[config.mk]
export PLATFORM = sky130hd
export DESIGN_NAME = apu_wb_queue_flat
export DESIGN_NICKNAME = d
export VERILOG_FILES = /design/src/rtl/apu_wb_queue_if.sv /design/src/rtl/apu_wb_queue.sv /design/src/flat_wrapper.sv
export SDC_FILE = /design/constraint.sdc
export NUM_CORES = 1
export LEC_CHECK = 0
export ABC_AREA = 1
export BUFFER_PORTS_ARGS = -buffer_cell sky130_fd_sc_hd__clkbuf_2
export CORE_ASPECT_RATIO = 1.75
export CORE_MARGIN = 2
export CORE_UTILIZATION = 50
export CTS_CLUSTER_DIAMETER = 150
export DETAILED_ROUTE_END_ITERATION = 16
export GPL_TIMING_DRIVEN = 0
export HOLD_SLACK_MARGIN = 0.05
export MAX_ROUTING_LAYER = met4
export PLACE_DENSITY = 0.69
export RECOVER_POWER = 25
export SETUP_SLACK_MARGIN = 0.5
export SKIP_CTS_REPAIR_TIMING = 1
export SLEW_MARGIN = 5
export SYNTH_ARGS = -nofsm -noshare
export SYNTH_HDL_FRONTEND = slang
export SYNTH_SLANG_ARGS = --single-unit
export TNS_END_PERCENT = 20
[constraint.sdc]
create_clock -name clk -period 6.3 [get_ports clk]
set_clock_uncertainty 0.15 [all_clocks]
set_input_delay 1.26 -clock clk [delete_from_list [all_inputs] [get_ports clk]]
set_output_delay 1.26 -clock clk [all_outputs]
set_load 0.02 [all_outputs]
[src/rtl/apu_wb_queue_if.sv]
// rtl/apu_wb_queue_if.sv - APU result / register-file write-back bus for apu_wb_queue
interface apu_wb_queue_if #(
    parameter int DEPTH         = 4,
    parameter int data_width    = 32,
    parameter int reg_sel_width = 5
);
    localparam int CW = $clog2(DEPTH + 1);

    logic                     in_valid;
    logic                     in_ready;
    logic [reg_sel_width-1:0] in_sel;
    logic [data_width-1:0]    in_data;
    logic                     rf_wr_req;
    logic                     rf_ack;
    logic [reg_sel_width-1:0] rf_wr_sel;
    logic [data_width-1:0]    rf_wr_data;
    logic [reg_sel_width-1:0] pend_sel;
    logic                     pend_hit;
    logic [CW-1:0]            count;
    logic                     empty;

    modport master (
        output in_valid, in_sel, in_data, rf_ack, pend_sel,
        input  in_ready, rf_wr_req, rf_wr_sel, rf_wr_data, pend_hit, count, empty
    );

    modport slave (
        input  in_valid, in_sel, in_data, rf_ack, pend_sel,
        output in_ready, rf_wr_req, rf_wr_sel, rf_wr_data, pend_hit, count, empty
    );
endinterface

[src/rtl/apu_wb_queue.sv]
// rtl/apu_wb_queue.sv - in-order APU write-back queue feeding the register-file APU write port
module apu_wb_queue #(
    parameter int DEPTH         = 4,
    parameter int data_width    = 32,
    parameter int reg_sel_width = 5
) (
    input  logic           clk,
    input  logic           rst,
    apu_wb_queue_if.slave  bus
);
    localparam int PW = (DEPTH > 1) ? $clog2(DEPTH) : 1;
    localparam int CW = $clog2(DEPTH + 1);

    typedef enum logic [1:0] {IDLE, ISSUE, WAIT} state_t;

    logic [reg_sel_width-1:0] mem_sel  [DEPTH];
    logic [data_width-1:0]    mem_data [DEPTH];
    logic [PW-1:0]            head;
    logic [PW-1:0]            tail;
    logic [CW-1:0]            cnt;
    state_t                   state;
    logic                     wr_req;
    logic                     accept;
    logic                     push;
    logic                     pop;
    logic                     hit;
    logic [PW-1:0]            off;

    // Writes to x0 are handshaken but never stored.
    assign accept = bus.in_valid && (cnt < CW'(DEPTH));
    assign push   = accept && (bus.in_sel != '0);
    assign pop    = (state == WAIT) && bus.rf_ack;

    always_ff @(posedge clk) begin
        if (rst) begin
            head <= '0;
            tail <= '0;
            cnt  <= '0;
        end else begin
            if (push) tail <= tail + PW'(1);
            if (pop)  head <= head + PW'(1);
            case ({push, pop})
                2'b10:   cnt <= cnt + CW'(1);
                2'b01:   cnt <= cnt - CW'(1);
                default: cnt <= cnt;
            endcase
        end
    end

    always_ff @(posedge clk) begin
        if (push && !rst) begin
            mem_sel[tail]  <= bus.in_sel;
            mem_data[tail] <= bus.in_data;
        end
    end

    always_ff @(posedge clk) begin
        if (rst) begin
            state  <= IDLE;
            wr_req <= 1'b0;
        end else begin
            case (state)
                IDLE: begin
                    if (cnt != '0) begin
                        state  <= ISSUE;
                        wr_req <= 1'b1;
                    end else begin
                        wr_req <= 1'b0;
                    end
                end
                ISSUE: begin
                    state  <= WAIT;
                    wr_req <= 1'b0;
                end
                WAIT: begin
                    // Entries left after this pop, counting a same-cycle push.
                    if (bus.rf_ack) begin
                        if ((cnt > CW'(1)) || push) begin
                            state  <= ISSUE;
                            wr_req <= 1'b1;
                        end else begin
                            state  <= IDLE;
                            wr_req <= 1'b0;
                        end
                    end else begin
                        wr_req <= 1'b0;
                    end
                end
                default: begin
                    state  <= IDLE;
                    wr_req <= 1'b0;
                end
            endcase
        end
    end

    always_comb begin
        hit = 1'b0;
        off = '0;
        for (int i = 0; i < DEPTH; i++) begin
            off = PW'(i) - head;
            if ((CW'(off) < cnt) && (mem_sel[i] == bus.pend_sel)) hit = 1'b1;
        end
    end

    assign bus.in_ready   = (cnt < CW'(DEPTH));
    assign bus.rf_wr_req  = wr_req;
    assign bus.rf_wr_sel  = mem_sel[head];
    assign bus.rf_wr_data = mem_data[head];
    assign bus.pend_hit   = hit && (bus.pend_sel != '0);
    assign bus.count      = cnt;
    assign bus.empty      = (cnt == '0);
endmodule

[src/flat_wrapper.sv]
// flat-port wrapper written by rule: the top's interface ports become plain ports
module apu_wb_queue_flat 
#(
    parameter int DEPTH         = 4,
    parameter int data_width    = 32,
    parameter int reg_sel_width = 5
)
  (clk, rst, bus_in_valid, bus_in_sel, bus_in_data, bus_rf_ack, bus_pend_sel, bus_in_ready, bus_rf_wr_req, bus_rf_wr_sel, bus_rf_wr_data, bus_pend_hit, bus_count, bus_empty);
  apu_wb_queue_if #(.DEPTH(DEPTH), .data_width(data_width), .reg_sel_width(reg_sel_width)) bus_i ();
  input  logic clk;
  input  logic rst;
  input wire logic [$bits(bus_i.in_valid)-1:0] bus_in_valid;
  input wire logic [$bits(bus_i.in_sel)-1:0] bus_in_sel;
  input wire logic [$bits(bus_i.in_data)-1:0] bus_in_data;
  input wire logic [$bits(bus_i.rf_ack)-1:0] bus_rf_ack;
  input wire logic [$bits(bus_i.pend_sel)-1:0] bus_pend_sel;
  output wire logic [$bits(bus_i.in_ready)-1:0] bus_in_ready;
  output wire logic [$bits(bus_i.rf_wr_req)-1:0] bus_rf_wr_req;
  output wire logic [$bits(bus_i.rf_wr_sel)-1:0] bus_rf_wr_sel;
  output wire logic [$bits(bus_i.rf_wr_data)-1:0] bus_rf_wr_data;
  output wire logic [$bits(bus_i.pend_hit)-1:0] bus_pend_hit;
  output wire logic [$bits(bus_i.count)-1:0] bus_count;
  output wire logic [$bits(bus_i.empty)-1:0] bus_empty;
  assign bus_i.in_valid = bus_in_valid;
  assign bus_i.in_sel = bus_in_sel;
  assign bus_i.in_data = bus_in_data;
  assign bus_i.rf_ack = bus_rf_ack;
  assign bus_i.pend_sel = bus_pend_sel;
  assign bus_in_ready = bus_i.in_ready;
  assign bus_rf_wr_req = bus_i.rf_wr_req;
  assign bus_rf_wr_sel = bus_i.rf_wr_sel;
  assign bus_rf_wr_data = bus_i.rf_wr_data;
  assign bus_pend_hit = bus_i.pend_hit;
  assign bus_count = bus_i.count;
  assign bus_empty = bus_i.empty;
  apu_wb_queue #(.DEPTH(DEPTH), .data_width(data_width), .reg_sel_width(reg_sel_width)) u_core (.clk(clk), .rst(rst), .bus(bus_i));
endmodule
== Word level (Yosys, flattened, before mapping) ==
Memories as Yosys holds them, arrays and structs flattened. A register that Yosys moved wholly into a read port is not among the register bits.
Index checks and enable logic that the tools add are counted.
Word-level totals
  RAM bits: 148
  word-level logic and storage cells: 68
  input port bits: 46
  flip-flop bits (word level): 10
  output and inout port bits: 44
  memories kept: 2
Memory list
  u_core.mem_data: depth 4, bits a word 32, rd ports 1, clocked after memory_dff 1, write ports 1, RTL line apu_wb_queue.sv:17  | logic [data_width-1:0] mem_data [DEPTH];
  u_core.mem_sel: depth 4, bits a word 5, rd ports 5, clocked after memory_dff 1, write ports 1, RTL line apu_wb_queue.sv:16  | logic [reg_sel_width-1:0] mem_sel [DEPTH];
Cells by class
  equality and inequality tests: 10
  add/sub/neg operators: 8
  multiplexer cells: 19
  reductions and logical operators: 18
  $lt $le $gt $ge: 6
Operators with widths (number)
  $eq A5 B5 Y1: 4
  $lt A2 B3 Y1: 4
  $mux W2: 6
  $mux W1: 10
  $reduce_bool A5 Y1: 2
  $logic_and A1 B1 Y1: 9
  $pmux W2 S3: 1
  $pmux W3 S2: 1
  $add A2 B1 Y2 const B: 2
  $eq A2 B1 Y1 const B: 2
  $eq A2 B2 Y1 const B: 2
  $sub A1 B2 Y2 const A: 2
  $sub A2 B2 Y2 const A: 2
  $add A3 B1 Y3 const B: 1
  $gt A3 B1 Y1 const B: 1
  $logic_not A3 Y1: 1
  $lt A3 B3 Y1 const B: 1
  $reduce_bool A3 Y1: 1
  $sub A3 B1 Y3 const B: 1
  $logic_not A2 Y1: 1
  $ne A2 B1 Y1 const B: 1
  $ne A2 B2 Y1 const B: 1
  $pmux W1 S2: 1
  $reduce_and A2 Y1: 1
  3 further kinds: 3

== Depth between registers and ports, before layout ==
  depth in word-level cells: 8
  depth in mapped cells: 10

== Worst setup path after synthesis ==
No wires, ideal clock.
  path type: input to register
  start: input port bus_in_sel[3]
  end: memory u_core.mem_data[0][0] (enable)
  stages: 6
  data arrival time: 3.215 ns
  path slack: 2.504 ns
  data required time: 5.719 ns
  cell sequence: nor2_1 -> nand3b_1 -> nand3_2 -> inv_1 -> nand2_1 -> nor2_1
Between the ends
  word-level cells in the longest chain between the ends: 5
Ends and longest elaborated chain
  start, declared: RTL line flat_wrapper.sv:13  | input wire logic [$bits(bus_i.in_sel)-1:0] bus_in_sel;
  $reduce_bool A5 Y1: RTL line apu_wb_queue.sv:31  | assign push = accept && (bus.in_sel != '0);
  $logic_and A1 B1 Y1: RTL line apu_wb_queue.sv:31
  $logic_and A1 B1 Y1: RTL line apu_wb_queue.sv:51  | if (push && !rst) begin
  $mux W1: RTL line apu_wb_queue.sv:51
  $mux W1 (not written as such): RTL line apu_wb_queue.sv:53  | mem_data[tail] <= bus.in_data;
  end, declared: RTL line apu_wb_queue.sv:17
Every way passes these cells.

== Worst setup path after layout ==
  start: input port bus_pend_sel[1]
  end: output port bus_pend_hit
Between the ends
  word-level cells in the longest chain between the ends: 7
  elaborated cells between the ends (all ways): 14
  classes of those cells: eq/ne: 4; mux: 4; reduce/logical: 6
Ends and longest elaborated chain
  start, declared: RTL line flat_wrapper.sv:16  | input wire logic [$bits(bus_i.pend_sel)-1:0] bus_pend_sel;
  $eq A5 B5 Y1: RTL line apu_wb_queue.sv:102  | if ((CW'(off) < cnt) && (mem_sel[i] == bus.pend_sel)) hit = 1'b1;
  $logic_and A1 B1 Y1: RTL line apu_wb_queue.sv:102
  $mux W1 (4 in series): RTL line apu_wb_queue.sv:102
  $logic_and A1 B1 Y1 (*): RTL line apu_wb_queue.sv:110  | assign bus.pend_hit = hit && (bus.pend_sel != '0);
  end, declared: RTL line flat_wrapper.sv:21  | output wire logic [$bits(bus_i.pend_hit)-1:0] bus_pend_hit;
Mark *: on every way between the ends. The rest lies on a longest branch, timed or not.

==> parameters.txt <==
Parameter                              Value

Critical path
  Slowest stage delay, CP ... 190 ps
  Crit path capture type ... output pin
  Setup CP Type ... in -> out
  Sort of element at the start of the critical path ... input port
  Library cell contributing the largest single delay on the critical path ... clkbuf_2
  Worst Path Required ... about 5000 ps
  Sequence of cells on the critical path ... clkbuf_2 -> inv_2 -> nand2_1 -> o21ai_0 -> nor2_1 -> nand4_1 -> nand2_1 -> nor2_1 -> nor2_1 -> clkbuf_2
  Critical Path AT ... 2270 ps
  Cell seen most often among critical-path stages ... nor2_1
  Biggest fanout along the worst timing path ... 5

Layout
  Ratio of cells with drive above 1 in the final layout ... around 19%
  Signed area change from the synthesized netlist to the final layout ... 20.69%
  Number of inserted diodes ... 0
  Fill count ... 1,056
  Final net count ... 701

Global route
  Maximum number of pins on one net before global-route repair ... 26
  Number of global-route vias before repair ... approximately 4.6k
  Global-route met1 utilization ... 24.39%
  Global routing usage summed across all routing layers ... 22.64%
  First-pass GRT wire length ... 23.48 mm
  Routing usage on met2 ... between 40 and 50%
  Global-route congestion overflow total ... 0
  Initial antenna violation count ... 0
  Highest-utilization routing layer at the global route stage ... met2
  Grt met3 use ... 5.278%

Placement
  Final weighted congestion in routability-driven placement ... 0.8560
  Post-DP HPWL ... 10.11 mm
  Placement Setup Slack ... 2642 ps
  Count of port buffers added during placement ... 88

Clock network
  Clock latency on the worst-skew pair ... 420 ps
  Number of buffers created by CTS ... 17
  H-tree depth ... 4
  Worst-case clock buffer depth ... 2
  TritonCTS clock tree ... yes
  Clock tree sinks ... 160
  CTS Root Buffer Type ... clkbuf_16
  Clock input transition at the sequential cells of the worst setup and hold paths ... 60 ps

Synth
  Synthesis warning total ... 0
  Area share of the leading cell type in the synthesized netlist ... between 60 and 70%
  Most numerous cell in the Yosys netlist ... edfxtp_1
  Net count after synthesis ... roughly 600
  Number of instances in the synthesized netlist ... 532
  Mean instance size in the synthesized netlist ... 12.31 µm²
  Cell taking the most area after synthesis ... edfxtp_1
  Number of synthesized flops with an enable pin ... 148
  Commonest cells post-synth ... edfxtp_1 (148), nor2_1 (90), o21ai_0 (79), nand2_1 (48)
  Sequential cell area fraction in the yosys report ... 71.53%
  Main flop type after synthesis ... edfxtp_1
  Top cells by area, synth ... edfxtp_1 (68%), o21ai_0 (6.0%), nor2_1 (5.2%)
  Distinct cell type count after synthesis ... 27
  Area of the mapped netlist ... 6549 µm²
  Asr flop ratio synth ... 0%
  Total of flip-flops plus latches after synthesis ... 160

Route
  Residual DRC count ... 0
  Number of search-and-repair iterations in the first detailed-routing pass ... 4
  ANT nets after route ... 0
  Vias ... 4,498
  Wire length per cell ... 18.32 µm
  Iteration-0 DRC Markers ... between 300 and 400
  Routed Wire Length ... about 15 mm
  Via-to-Cell Ratio ... around 5.4

Timing
  Max Transition Viols Final ... 0
  Total Negative Setup Slacks ... 0 ps
  Post-layout minimum cycle time ... 3683 ps
  Final setup viols ... 0
  Number of hold violations in the final report ... 0
  Unrepaired setup endpoints after global routing ... false
  Worst setup margin ... 2617 ps
  Final period util ... around three fifths
  Worst hold slack ... around 370 ps
  Relative slew margins ... just over 50%
  Actual transition at the worst max-transition pin ... 736.0 ps
  Maximum frequency from static timing analysis ... between 0.2 and 0.3 GHz

Power
  Total power divided by cell area ... between 300 and 400 nW/µm²
  Worst supply voltage drop on vdd ... 0.2035 mV
  Leakage power total ... 0.002977 µW

Outcome
  Outcome ... finished, final reports clean

Floorplan
  Number of top-level design ports ... 90
  Die Width ... 90.51 µm
  Initial core utilization ... 50.89%
  Core region area ... approximately 13,000 µm²
  Number of rows created at floorplan ... 55
  Overall die area ... around 14,000 µm²
  Vert. Die Dim ... 155.4 µm

Run
  Max-cap viol count ... 0

Min path
  Tightest Hold Check Type ... reg -> reg
[metrics by stage]
step / std cells / util, % / power [µW] / cell area, µm²
final: 827 / 61.42 / 2585 / 7904
after CTS: 827 / 61.64 / 2592 / 7933
after global routing: 827 / 61.42 / 2675 / 7904
after global placement: 791 / 55.97 / 1555 / 7203
after floorplan: 532 / - / 1440 / 6549
after detailed placement: 795 / 56.95 / 1574 / 7328
[routing by layer]
metal / vias to the layer above / part of all wire (%)
met3: 32 / 5.8
met2: 169 / 54
li1: 2118 / -
met5: - / 0
met4: 0 / 2.7
met1: 2179 / 37
[cell type report]
class	instances	area [µm²]	share of cell area, %
timing repair buffer	92	506.7	6.411
multi-input combinational	308	1599	20.23
tap	171	214.0	2.707
inverter	39	148.9	1.884
clock inverter	15	178.9	2.264
clock buffer	17	425.4	5.382
sequential	160	4684	59.27
buffer	25	146.4	1.852
[worst paths after layout]
path                            depth (start not counted)                     end           startpoint  slack (ps)
worst max-delay path                                   10            bus_pend_hit      bus_pend_sel[1]        2620
worst min-delay path                                    1          u_core.tail[0]       u_core.tail[0]         370
worst max register to register                          7  u_core.mem_data[3][24]  u_core.bus.count[2]        3910
worst min register to register                          1          u_core.tail[0]       u_core.tail[0]         370
[report_power, final]
part	leakage (µW)	internal (µW)	switching [µW]	total (µW)
Combinational	0.00124	105	226	332
Sequential	0.00144	1200	15.8	1220
Clock	0.000293	598	439	1040
Total	0.00298	1900	681	2580
[placed cells by master (no fill, tap or decap), types with 3 or more instances in the layout]
| master | synthesis | layout |
|---|---|---|
| buf_6 | 4 | 4 |
| xor2_1 | 3 | 3 |
| ha_1 | 12 | 12 |
| a21oi_1 | 21 | 21 |
| edfxtp_1 | 148 | 148 |
| dfxtp_1 | 12 | 12 |
| inv_2 | 5 | 5 |
| nand2_1 | 48 | 48 |
| clkbuf_1 | 12 | 35 |
| nor2_4 | 0 | 4 |
| buf_2 | 4 | 4 |
| xnor2_1 | 9 | 9 |
| nor2_1 | 90 | 86 |
| nand4_1 | 5 | 5 |
| o21ai_0 | 79 | 79 |
| clkbuf_16 | 0 | 17 |
| inv_1 | 33 | 33 |
| o22ai_1 | 33 | 33 |
| inv_6 | 0 | 3 |
| clkbuf_2 | 3 | 68 |
| inv_8 | 0 | 3 |
[logic make-up (layout without fill, tap and decap cells)]
group | after synthesis | count (layout) | synth area share (%)
fa+ha+maj | 12 | 12 | 2.293
simple gates | 149 | 149 | 9.075
buf+inv | 64 | 188 | 4.509
xor+xnor | 12 | 12 | 1.605
flops | 160 | 160 | 71.53
compound gates | 135 | 135 | 10.99
[state kept, by name, indices dropped and copies added (netlist names), named ones only]
register              count
u_core.bus.count          3
u_core.tail               2
u_core.state              2
u_core.mem_data         128
u_core.mem_sel           20
u_core.head               2
u_core.bus.rf_wr_req      1
[critical path, delay by kind of cell]
kind | cells | cell delay [ps]
and+or+nand+nor | 6 | 520
buffers and inverters | 3 | 400
AOI/OAI and AO/OA | 1 | 100
Note: power is estimated with default switching activity, not from simulation.
